**src/rtl/bsram_port_arbiter.sv**
```systemverilog
// Round-robin req/grant arbiter sharing one single-port BSRAM among three engines.
// Ownership is held per burst and in-flight reads drain before ownership moves on.
module bsram_port_arbiter #(
  parameter int unsigned AW           = 11,
  parameter int unsigned DW           = 32,
  parameter int unsigned READ_LATENCY = 2
) (
  input  logic              clk,
  input  logic              rst,
  input  logic [2:0]        req,
  output logic [2:0]        grant,
  input  logic [2:0]        ce_i,
  input  logic [2:0]        oce_i,
  input  logic [2:0]        wre_i,
  input  logic [3*AW-1:0]   ad_i,
  input  logic [3*DW-1:0]   din_i,
  output logic              ram_ce,
  output logic              ram_oce,
  output logic              ram_wre,
  output logic [AW-1:0]     ram_ad,
  output logic [DW-1:0]     ram_din,
  input  logic [DW-1:0]     ram_dout,
  output logic [DW-1:0]     rdata,
  output logic [2:0]        rvalid,
  output logic              busy
);

  localparam int unsigned CW = 2;

  typedef enum logic [1:0] {S_IDLE, S_GRANT, S_DRAIN} state_t;

  state_t          r_state;
  logic [1:0]      r_owner;
  logic [1:0]      r_last;
  logic [CW-1:0]   r_cnt;
  logic [2:0]      r_grant;
  logic            r_busy;
  logic [2:0]      r_pipe [READ_LATENCY];

  logic            w_ce;
  logic            w_oce;
  logic            w_wre;
  logic            w_req;
  logic [AW-1:0]   w_ad;
  logic [DW-1:0]   w_din;
  logic            w_rd;
  logic [1:0]      w_win;

  // Winner is the first requester found searching upward from last+1 (mod 3).
  function automatic logic [1:0] f_pick(input logic [2:0] r, input logic [1:0] last);
    logic [1:0] w_c;
    f_pick = last;
    for (int k = 3; k >= 1; k--) begin
      w_c = 2'((int'(last) + k) % 3);
      if (r[w_c]) f_pick = w_c;
    end
  endfunction

  assign w_win  = f_pick(req, r_last);
  assign grant  = r_grant;
  assign busy   = r_busy;
  assign rvalid = r_pipe[READ_LATENCY-1];
  assign rdata  = ram_dout;
  assign w_rd   = ram_ce & ~ram_wre;

  always_comb begin
    w_ce  = 1'b0;
    w_oce = 1'b0;
    w_wre = 1'b0;
    w_req = 1'b0;
    w_ad  = '0;
    w_din = '0;
    case (r_owner)
      2'd0: begin
        w_ce = ce_i[0]; w_oce = oce_i[0]; w_wre = wre_i[0]; w_req = req[0];
        w_ad = ad_i[0 +: AW]; w_din = din_i[0 +: DW];
      end
      2'd1: begin
        w_ce = ce_i[1]; w_oce = oce_i[1]; w_wre = wre_i[1]; w_req = req[1];
        w_ad = ad_i[AW +: AW]; w_din = din_i[DW +: DW];
      end
      2'd2: begin
        w_ce = ce_i[2]; w_oce = oce_i[2]; w_wre = wre_i[2]; w_req = req[2];
        w_ad = ad_i[2*AW +: AW]; w_din = din_i[2*DW +: DW];
      end
      default: ;
    endcase
  end

  // Owner drives the RAM only while it holds req; DRAIN keeps only oce alive.
  always_comb begin
    ram_ce  = 1'b0;
    ram_oce = 1'b0;
    ram_wre = 1'b0;
    ram_ad  = '0;
    ram_din = '0;
    if (r_state == S_GRANT) begin
      ram_ce  = w_ce & w_req;
      ram_wre = w_wre & w_req;
      ram_oce = w_oce;
      ram_ad  = w_ad;
      ram_din = w_din;
    end else if (r_state == S_DRAIN) begin
      ram_oce = w_oce;
    end
  end

  always_ff @(posedge clk or posedge rst) begin
    if (rst) begin
      r_state <= S_IDLE;
      r_owner <= 2'd0;
      r_last  <= 2'd2;
      r_cnt   <= '0;
      r_grant <= 3'b000;
      r_busy  <= 1'b0;
      for (int i = 0; i < int'(READ_LATENCY); i++) r_pipe[i] <= 3'b000;
    end else begin
      r_pipe[0] <= w_rd ? r_grant : 3'b000;
      for (int i = 1; i < int'(READ_LATENCY); i++) r_pipe[i] <= r_pipe[i-1];
      case (r_state)
        S_IDLE: begin
          if (|req) begin
            r_grant <= 3'b001 << w_win;
            r_owner <= w_win;
            r_last  <= w_win;
            r_busy  <= 1'b1;
            r_state <= S_GRANT;
          end
        end
        S_GRANT: begin
          if (!w_req) begin
            r_grant <= 3'b000;
            r_cnt   <= CW'(READ_LATENCY);
            r_state <= S_DRAIN;
          end
        end
        S_DRAIN: begin
          r_cnt <= r_cnt - CW'(1);
          // Leave on the edge where the counter reaches zero so IDLE can arbitrate at once.
          if (r_cnt <= CW'(1)) begin
            r_busy  <= 1'b0;
            r_state <= S_IDLE;
          end
        end
        default: r_state <= S_IDLE;
      endcase
    end
  end

endmodule

```
**config.mk**
```make
export PLATFORM = sky130hd
export DESIGN_NAME = bsram_port_arbiter
export DESIGN_NICKNAME = d
export VERILOG_FILES = /design/src/rtl/bsram_port_arbiter.sv
export SDC_FILE = /design/constraint.sdc
export NUM_CORES = 1
export LEC_CHECK = 0
export CAP_MARGIN = 20
export CELL_PAD_IN_SITES_DETAIL_PLACEMENT = 1
export CELL_PAD_IN_SITES_GLOBAL_PLACEMENT = 1
export CORE_MARGIN = 1.5
export CORE_UTILIZATION = 17
export DETAILED_ROUTE_END_ITERATION = 7
export GPL_TIMING_DRIVEN = 1
export PLACE_DENSITY = 0.79
export SLEW_MARGIN = 20
export SYNTH_ARGS = -nofsm -noshare
export SYNTH_HDL_FRONTEND = slang
export SYNTH_SLANG_ARGS = --single-unit
```
**constraint.sdc**
```tcl
create_clock -name clk -period 2.6 [get_ports clk]
set_input_delay 0.65 -clock clk [delete_from_list [all_inputs] [get_ports clk]]
set_output_delay 0.65 -clock clk [all_outputs]
set_load 0.02 [all_outputs]
```
==> flow_metrics.py, run 1 <==
metrics = {
    "cts": {
        "h-tree-depth": 1,
        "clockRootBuffer": "clkbuf_16",
        "clockBufferDepth": 2,
        "path_clk_slew_ns": 0.05,
        "worstSkewPairLatency_ns": 0.25,
        "cts.sinks": 17,
        "numCtsBuffers": 3,
        "cts_tree": "done",
        "cts_hold_buf": 0,
    },
    "global_routing": {
        "grt_pass1_vias": 3133,
        "grtUsageTotal": 0.131,
        "overflow": 0,
        "antenna_found_initial": 0,
        "grt_max_degree": 28,
        "grt_pass1_wl_mm": 15.3,
    },
    "route": {
        "drc": 0,
        "via_per_inst": 4.39,
        "wl_per_cell_um": 15.0,
        "vias": 2932,
        "firstDrtPassIters": 4,
        "wirelength_mm": 10.0,
        "drt_iter0_markers": 63,
        "ant_nets": 0,
    },
    "synthesis": {
        "synthAdderAreaFrac": 0.0268,
        "avgSynthCellArea_um2": 7.05,
        "ys_seq_elements": 17,
        "syn_inst": 331,
        "synth.area.mux_share": 0.211,
        "yosys.area_share.simple": 0.221,
        "synth_top_family_by_area": "simple AND/OR/NAND/NOR gates",
        "synthDominantCellAreaShare": 0.206,
        "synth_xor_area_frac": 0,
        "synth.distinct_cells": 38,
        "synthArstFlopShare": 1.00,
        "ys_warn_count": 0,
        "synth_top_area_cell": "mux2i_1",
        "yosys-top-cells-area": "mux2i_1 21%, dfrtp_1 17%, nor2_1 16%, buf_4 13%, a21oi_1 11%",
        "ys.flop_type": "dfrtp_1",
        "synth_most_common_cell": "nor2_1",
        "synth_enable_flop_cells": 0,
        "synth_compound_area_frac": 0.188,
        "syn_area_mm2": 0.00233,
        "synthesis.nets": 511,
        "synth_common_cells": "101 x nor2_1, 51 x a21oi_1, 48 x mux2i_1",
        "seq_area_frac_synth": 0.183,
    },
    "finish": {
        "design_area_mm2": 0.00435,
        "n_antenna_cell": 0,
        "nFillCells": 1644,
        "layout-area-overhead-vs-synth_pct": 86.7,
        "layoutNonFillerInstCount": 668,
        "drive_above_1_share": 0.0732,
        "final_nets": 673,
        "final_util": 0.327,
    },
    "sta": {
        "period_minus_slack_ns": 2.51,
        "fmaxAchievable_mhz": 398,
        "finClkSkew_ns": 0.00253,
        "slew_viol_final": 0,
        "worst_pin_slew_ns": 0.643,
        "setup-tns-final_ns": 0,
        "finalSetupViolations": 0,
        "relSlewSlack": 0.571,
        "finalCritPeriodShare": 0.966,
        "hold_viol": 0,
        "rsz0062_at_grt": "false",
    },
    "placed_design": {
        "dpl.hpwl_mm": 8.28,
        "io_buffers": 195,
        "gp_congestion": 0.775,
        "dpl-instance-area_mm2": 0.00432,
        "place_inst": 663,
    },
    "worst_setup_path": {
        "crit_end": "ram_wre",
        "reg2reg_from": "r_owner[0]",
        "critPathMaxFanout": 3,
        "worst_setup_path_end_kind": "primary output",
        "path_class": "input port to primary output",
        "worst_ep_arrival_time_ns": 1.86,
        "crit_required_ns": 1.95,
        "start_kind": "input port",
        "r2r_end": "grant[1]",
        "reg2reg_depth": 7,
        "crit_start": "req[2]",
        "r2r_setup_slack_ns": 0.31,
    },
    "flow_run": {
        "cap_violations": 0,
    },
    "floorplanning": {
        "pin_count": 260,
        "die_h_um": 120,
        "initial_core_util": 0.175,
        "core_area_mm2": 0.0133,
        "die-area_mm2": 0.0144,
        "row_count": 42,
        "die_w_um": 120,
    },
    "power": {
        "p_leak_nw": 1.89,
        "peakVddDrop_uv": 260,
        "pwr_density_cell_mw_per_mm2": 845,
        "power_w": 0.00368,
    },
    "hold_path": {
        "hold_path.class": "register to register",
        "hold_path_startpoint": "r_pipe[5]",
    },
    "status": {
        "status": "complete, no violations",
    },
}
cells in the final DEF, fill, tap and decap left out, drive strengths merged, types with 2 or more instances in the layout:
cell type      synthesis  layout
clkdlybuf4s50          0     149
nor2                 101     101
a21oi                 51      51
mux2i                 48      48
dlygate4sd2            0      43
buf                   53      18
dfrtp                 16      16
inv                    7       7
o21ai                  6       6
nand2b                 6       6
ha                     5       5
nand2                  4       4
and2                   4       4
o2bb2ai                4       4
clkbuf                 3       4
nor3                   3       3
nor2b                  3       3
a21o                   2       2
a211oi                 2       2
clkdlybuf4s15          0       2
registers in the layout, summed over array words and instances, names as in the netlist:
name     cells
busy         1
r_pipe       3
rvalid       3
r_state      2
grant        3
r_cnt        2
r_last       1
r_owner      2
area by class of cell:
cell class | count | area [µm²] | share of cell area
inverters | 7 | 26.3 | 0.00603
flip-flops and latches | 17 | 429 | 0.0986
clock inverters | 1 | 5.00 | 0.00115
multi-input cells | 251 | 1520 | 0.349
well taps | 176 | 220 | 0.0506
clock buffers | 3 | 75.1 | 0.0172
repair buffers | 213 | 2080 | 0.478
per-layer routing:
metal,track usage,vias up,wire [µm]
met5,0,-,0
met4,0.0253,0,51
met3,0.0290,6,870
met2,0.257,146,5360
met1,0.142,1373,3730
li1,-,1407,-
through the flow:
stage                     setup slack [ns]  hold slack (ns)
final                               0.0891            0.353
after global routing               0.00704            0.365
after CTS                          0.00315            0.351
after detailed placement            -0.303            0.340
after global placement              -0.265            0.337
after floorplan                      0.216            0.331
how the worst min path moves through the flow:
| stage | slack (ns) | to | cells past startpoint |
|---|---|---|---|
| after detailed placement | 0.34 | rvalid[2] | 0 |
| final | 0.35 | rvalid[2] | 0 |
| after floorplan | 0.33 | rvalid[0] | 0 |
| after global routing | 0.36 | rvalid[2] | 0 |
| after CTS | 0.35 | rvalid[2] | 0 |
| after global placement | 0.34 | rvalid[0] | 0 |
critical path, stage by stage:
cell	delay, ns
clkdlybuf4s50_1	0.48
mux2i_1	0.08
o2bb2ai_2	0.17
nand2b_2	0.10
nor2_1	0.11
clkdlybuf4s15_2	0.27
logic make-up (layout without fill, tap and decap cells):
kind of cell / Yosys count / in the layout
AOI/OAI and AO/OA: 74 / 74
and+or+nand+nor: 123 / 123
muxes: 49 / 49
adders and majority gates: 5 / 5
buffers and inverters: 63 / 224
DFF: 17 / 17
power by group:
| group | internal (W) | switching [W] | leakage (nW) |
|---|---|---|---|
| logic | 0.00128 | 0.00167 | 1.63 |
| clock network | 0.000206 | 0.000102 | 0.0409 |
| registers | 0.000348 | 0.0000688 | 0.214 |
repair_timing:
action,in CTS,in global routing
pin swaps,0,1
buffers inserted,1,0
resized for setup,49,2
endpoints found under the setup margin,46,3
Note: power is estimated with default switching activity, not from simulation.
==> run 2, diff against run 1 <==
Settings changed: HOLD_SLACK_MARGIN from default to 0.06.
==> results of run 2 <==
Same layout as run 1: the final DEF is identical, and so are final timing and power.
==> run 3, diff against run 2 <==
Settings changed: PLACE_DENSITY 0.79 to default, PLACE_DENSITY_LB_ADDON from default to 0.1.
==> run 3 against run 2 <==
Wire length rose by 8.0%. Die area stayed put. Total power rose by 0.33%. Critical path type unchanged. Largest power group unchanged.
==> flow_metrics.py, run 3 (synthesis results as in run 1) <==
metrics = {
    "status": {
        "status": "complete, no violations",
    },
    "finish": {
        "multi_input_area_mm2": 0.00152,
        "layout-area-overhead-vs-synth_pct": 86.1,
        "nFillCells": 1649,
        "layout_commonest_cell": "clkdlybuf4s50_1",
        "layout.area.seq_um2": 429,
        "layoutNonFillerInstCount": 665,
        "most-common-layout-cells": "149 x clkdlybuf4s50_1, 101 x nor2_1, 51 x a21oi_1",
        "final_nets": 670,
        "drive_above_1_share": 0.0695,
        "n_antenna_cell": 0,
        "design_area_mm2": 0.00434,
    },
    "power": {
        "p_int_w": 0.00183,
        "pwr_density_cell_mw_per_mm2": 851,
        "peakVddDrop_uv": 264,
        "power_switching_w": 0.00186,
        "combPwrFrac": 0.806,
        "sw_frac_of_total": 0.504,
        "power_frac_clock": 0.082,
        "seqPwrFrac": 0.111,
        "p_leak_nw": 1.88,
    },
    "cts": {
        "clockBufferDepth": 2,
        "numCtsBuffers": 3,
        "cts_tree": "done",
        "cts_setup_buffers": 0,
        "cts.sinks": 17,
        "worstSkewPairLatency_ns": 0.24,
        "h-tree-depth": 1,
        "path_clk_slew_ns": 0.05,
        "clockRootBuffer": "clkbuf_16",
    },
    "floorplanning": {
        "die_w_um": 120,
        "core_area_mm2": 0.0133,
        "die_h_um": 120,
        "initial_core_util": 0.175,
        "die-area_mm2": 0.0144,
        "pin_count": 260,
        "row_count": 42,
    },
    "route": {
        "firstDrtPassIters": 4,
        "drc": 0,
        "drt_iter0_markers": 63,
        "wirelength_mm": 10.8,
        "via_per_inst": 4.32,
        "ant_nets": 0,
        "wl_per_cell_um": 16.3,
        "vias": 2870,
    },
    "placed_design": {
        "dpl-instance-area_mm2": 0.00432,
        "place_inst": 661,
        "gp_congestion": 0.713,
        "io_buffers": 195,
        "dpl.hpwl_mm": 8.67,
    },
    "global_routing": {
        "antenna_found_initial": 0,
        "overflow": 0,
        "grt_pass1_vias": 3003,
        "grt_pass1_wl_mm": 16.5,
        "grtUsageTotal": 0.143,
        "grt_max_degree": 37,
    },
    "worst_setup_path": {
        "crit_required_ns": 1.95,
        "worst_ep_arrival_time_ns": 1.81,
        "reg2reg_from": "r_owner[0]",
        "start_kind": "input port",
        "r2r_setup_slack_ns": 0.37,
        "r2r_end": "grant[1]",
        "worst_setup_path_end_kind": "primary output",
        "critPathMaxFanout": 1,
        "reg2reg_depth": 7,
        "crit_start": "din_i[84]",
        "path_class": "input port to primary output",
    },
    "sta": {
        "hold_viol": 0,
        "setup-tns-final_ns": 0,
        "relSlewSlack": 0.575,
        "worst_pin_slew_ns": 0.636,
        "holdWs_ns": 0.348,
        "finalSetupViolations": 0,
        "rsz0062_at_grt": "false",
        "fmaxAchievable_mhz": 406,
        "finalCritPeriodShare": 0.948,
        "slew_viol_final": 0,
        "finClkSkew_ns": 0.00123,
        "period_minus_slack_ns": 2.46,
    },
    "hold_path": {
        "hold_path_startpoint": "r_pipe[4]",
        "min_to": "rvalid[1]",
        "hold_path.class": "register to register",
        "worstHoldPathCells": 0,
    },
    "flow_run": {
        "cap_violations": 0,
    },
}
-- run 3: cell types whose count changed in the layout (fill, tap and decap cells not counted) --
cell,before,now
clkdlybuf4s15_1,1,0
buf_2,0,2
mux2i_2,0,1
buf_4,14,10
dlygate4sd2_1,43,44
clkbuf_2,1,0
mux2i_1,48,47
buf_12,4,5
clkdlybuf4s15_2,1,0
-- run 3: worst max path at each step --
stage / endpoint
5_1_grt: ram_oce
6_report: ram_din[20]
3_3_place_gp: ram_wre
3_5_place_dp: ram_wre
2_1_floorplan: grant[1]
4_1_cts: ram_wre
-- run 3: final cells by class --
class,instances,share of cell area
flip-flops and latches,17,0.0989
clock inverters,1,0.00115
well taps,176,0.0507
repair buffers,210,0.475
multi-input cells,251,0.351
clock buffers,3,0.0173
inverters,7,0.00605
-- run 3: timing repair --
| item | 4_1_cts | 5_1_grt |
|---|---|---|
| hold endpoints to repair | 0 | 0 |
| resized for setup | 51 | 2 |
| pin swaps | 0 | 1 |
| hold buffers | 0 | 0 |
| endpoints found under the setup margin | 46 | 2 |
-- run 3: per-layer routing --
metal  GRT usage  routed length (µm)  up-vias
li1            -                   -     1400
met1       0.171                4350     1334
met2       0.261                5560      120
met3      0.0309                 777       16
met4      0.0283                 129        0
met5           0                   0        -
-- run 3: per-stage QoR --
stage	setup WS (ns)	total power, W	utilization
after floorplan	0.216	0.00231	-
after global placement	-0.308	0.00362	0.325
after detailed placement	-0.313	0.00365	0.325
after CTS	0.0316	0.00377	0.327
after global routing	0.0447	0.00402	0.326
final	0.136	0.00369	0.326
-- run 3: worst max-delay path: stages --
cell and delay, ns:
clkdlybuf4s50_1 0.40, mux2i_1 0.19, nor2_1 0.06, a21oi_1 0.13, nor2_1 0.05, dlygate4sd2_1 0.33
-- run 3: power by group through the flow --
stage	combinational (W)	clock, W	sequential (W)
5_1_grt	0.00328	0.000323	0.000421
4_1_cts	0.00305	0.000313	0.000413
2_1_floorplan	0.00187	0	0.000441
3_5_place_dp	0.00323	0	0.000417
3_3_place_gp	0.00321	0	0.000413
6_report	0.00298	0.000304	0.000411
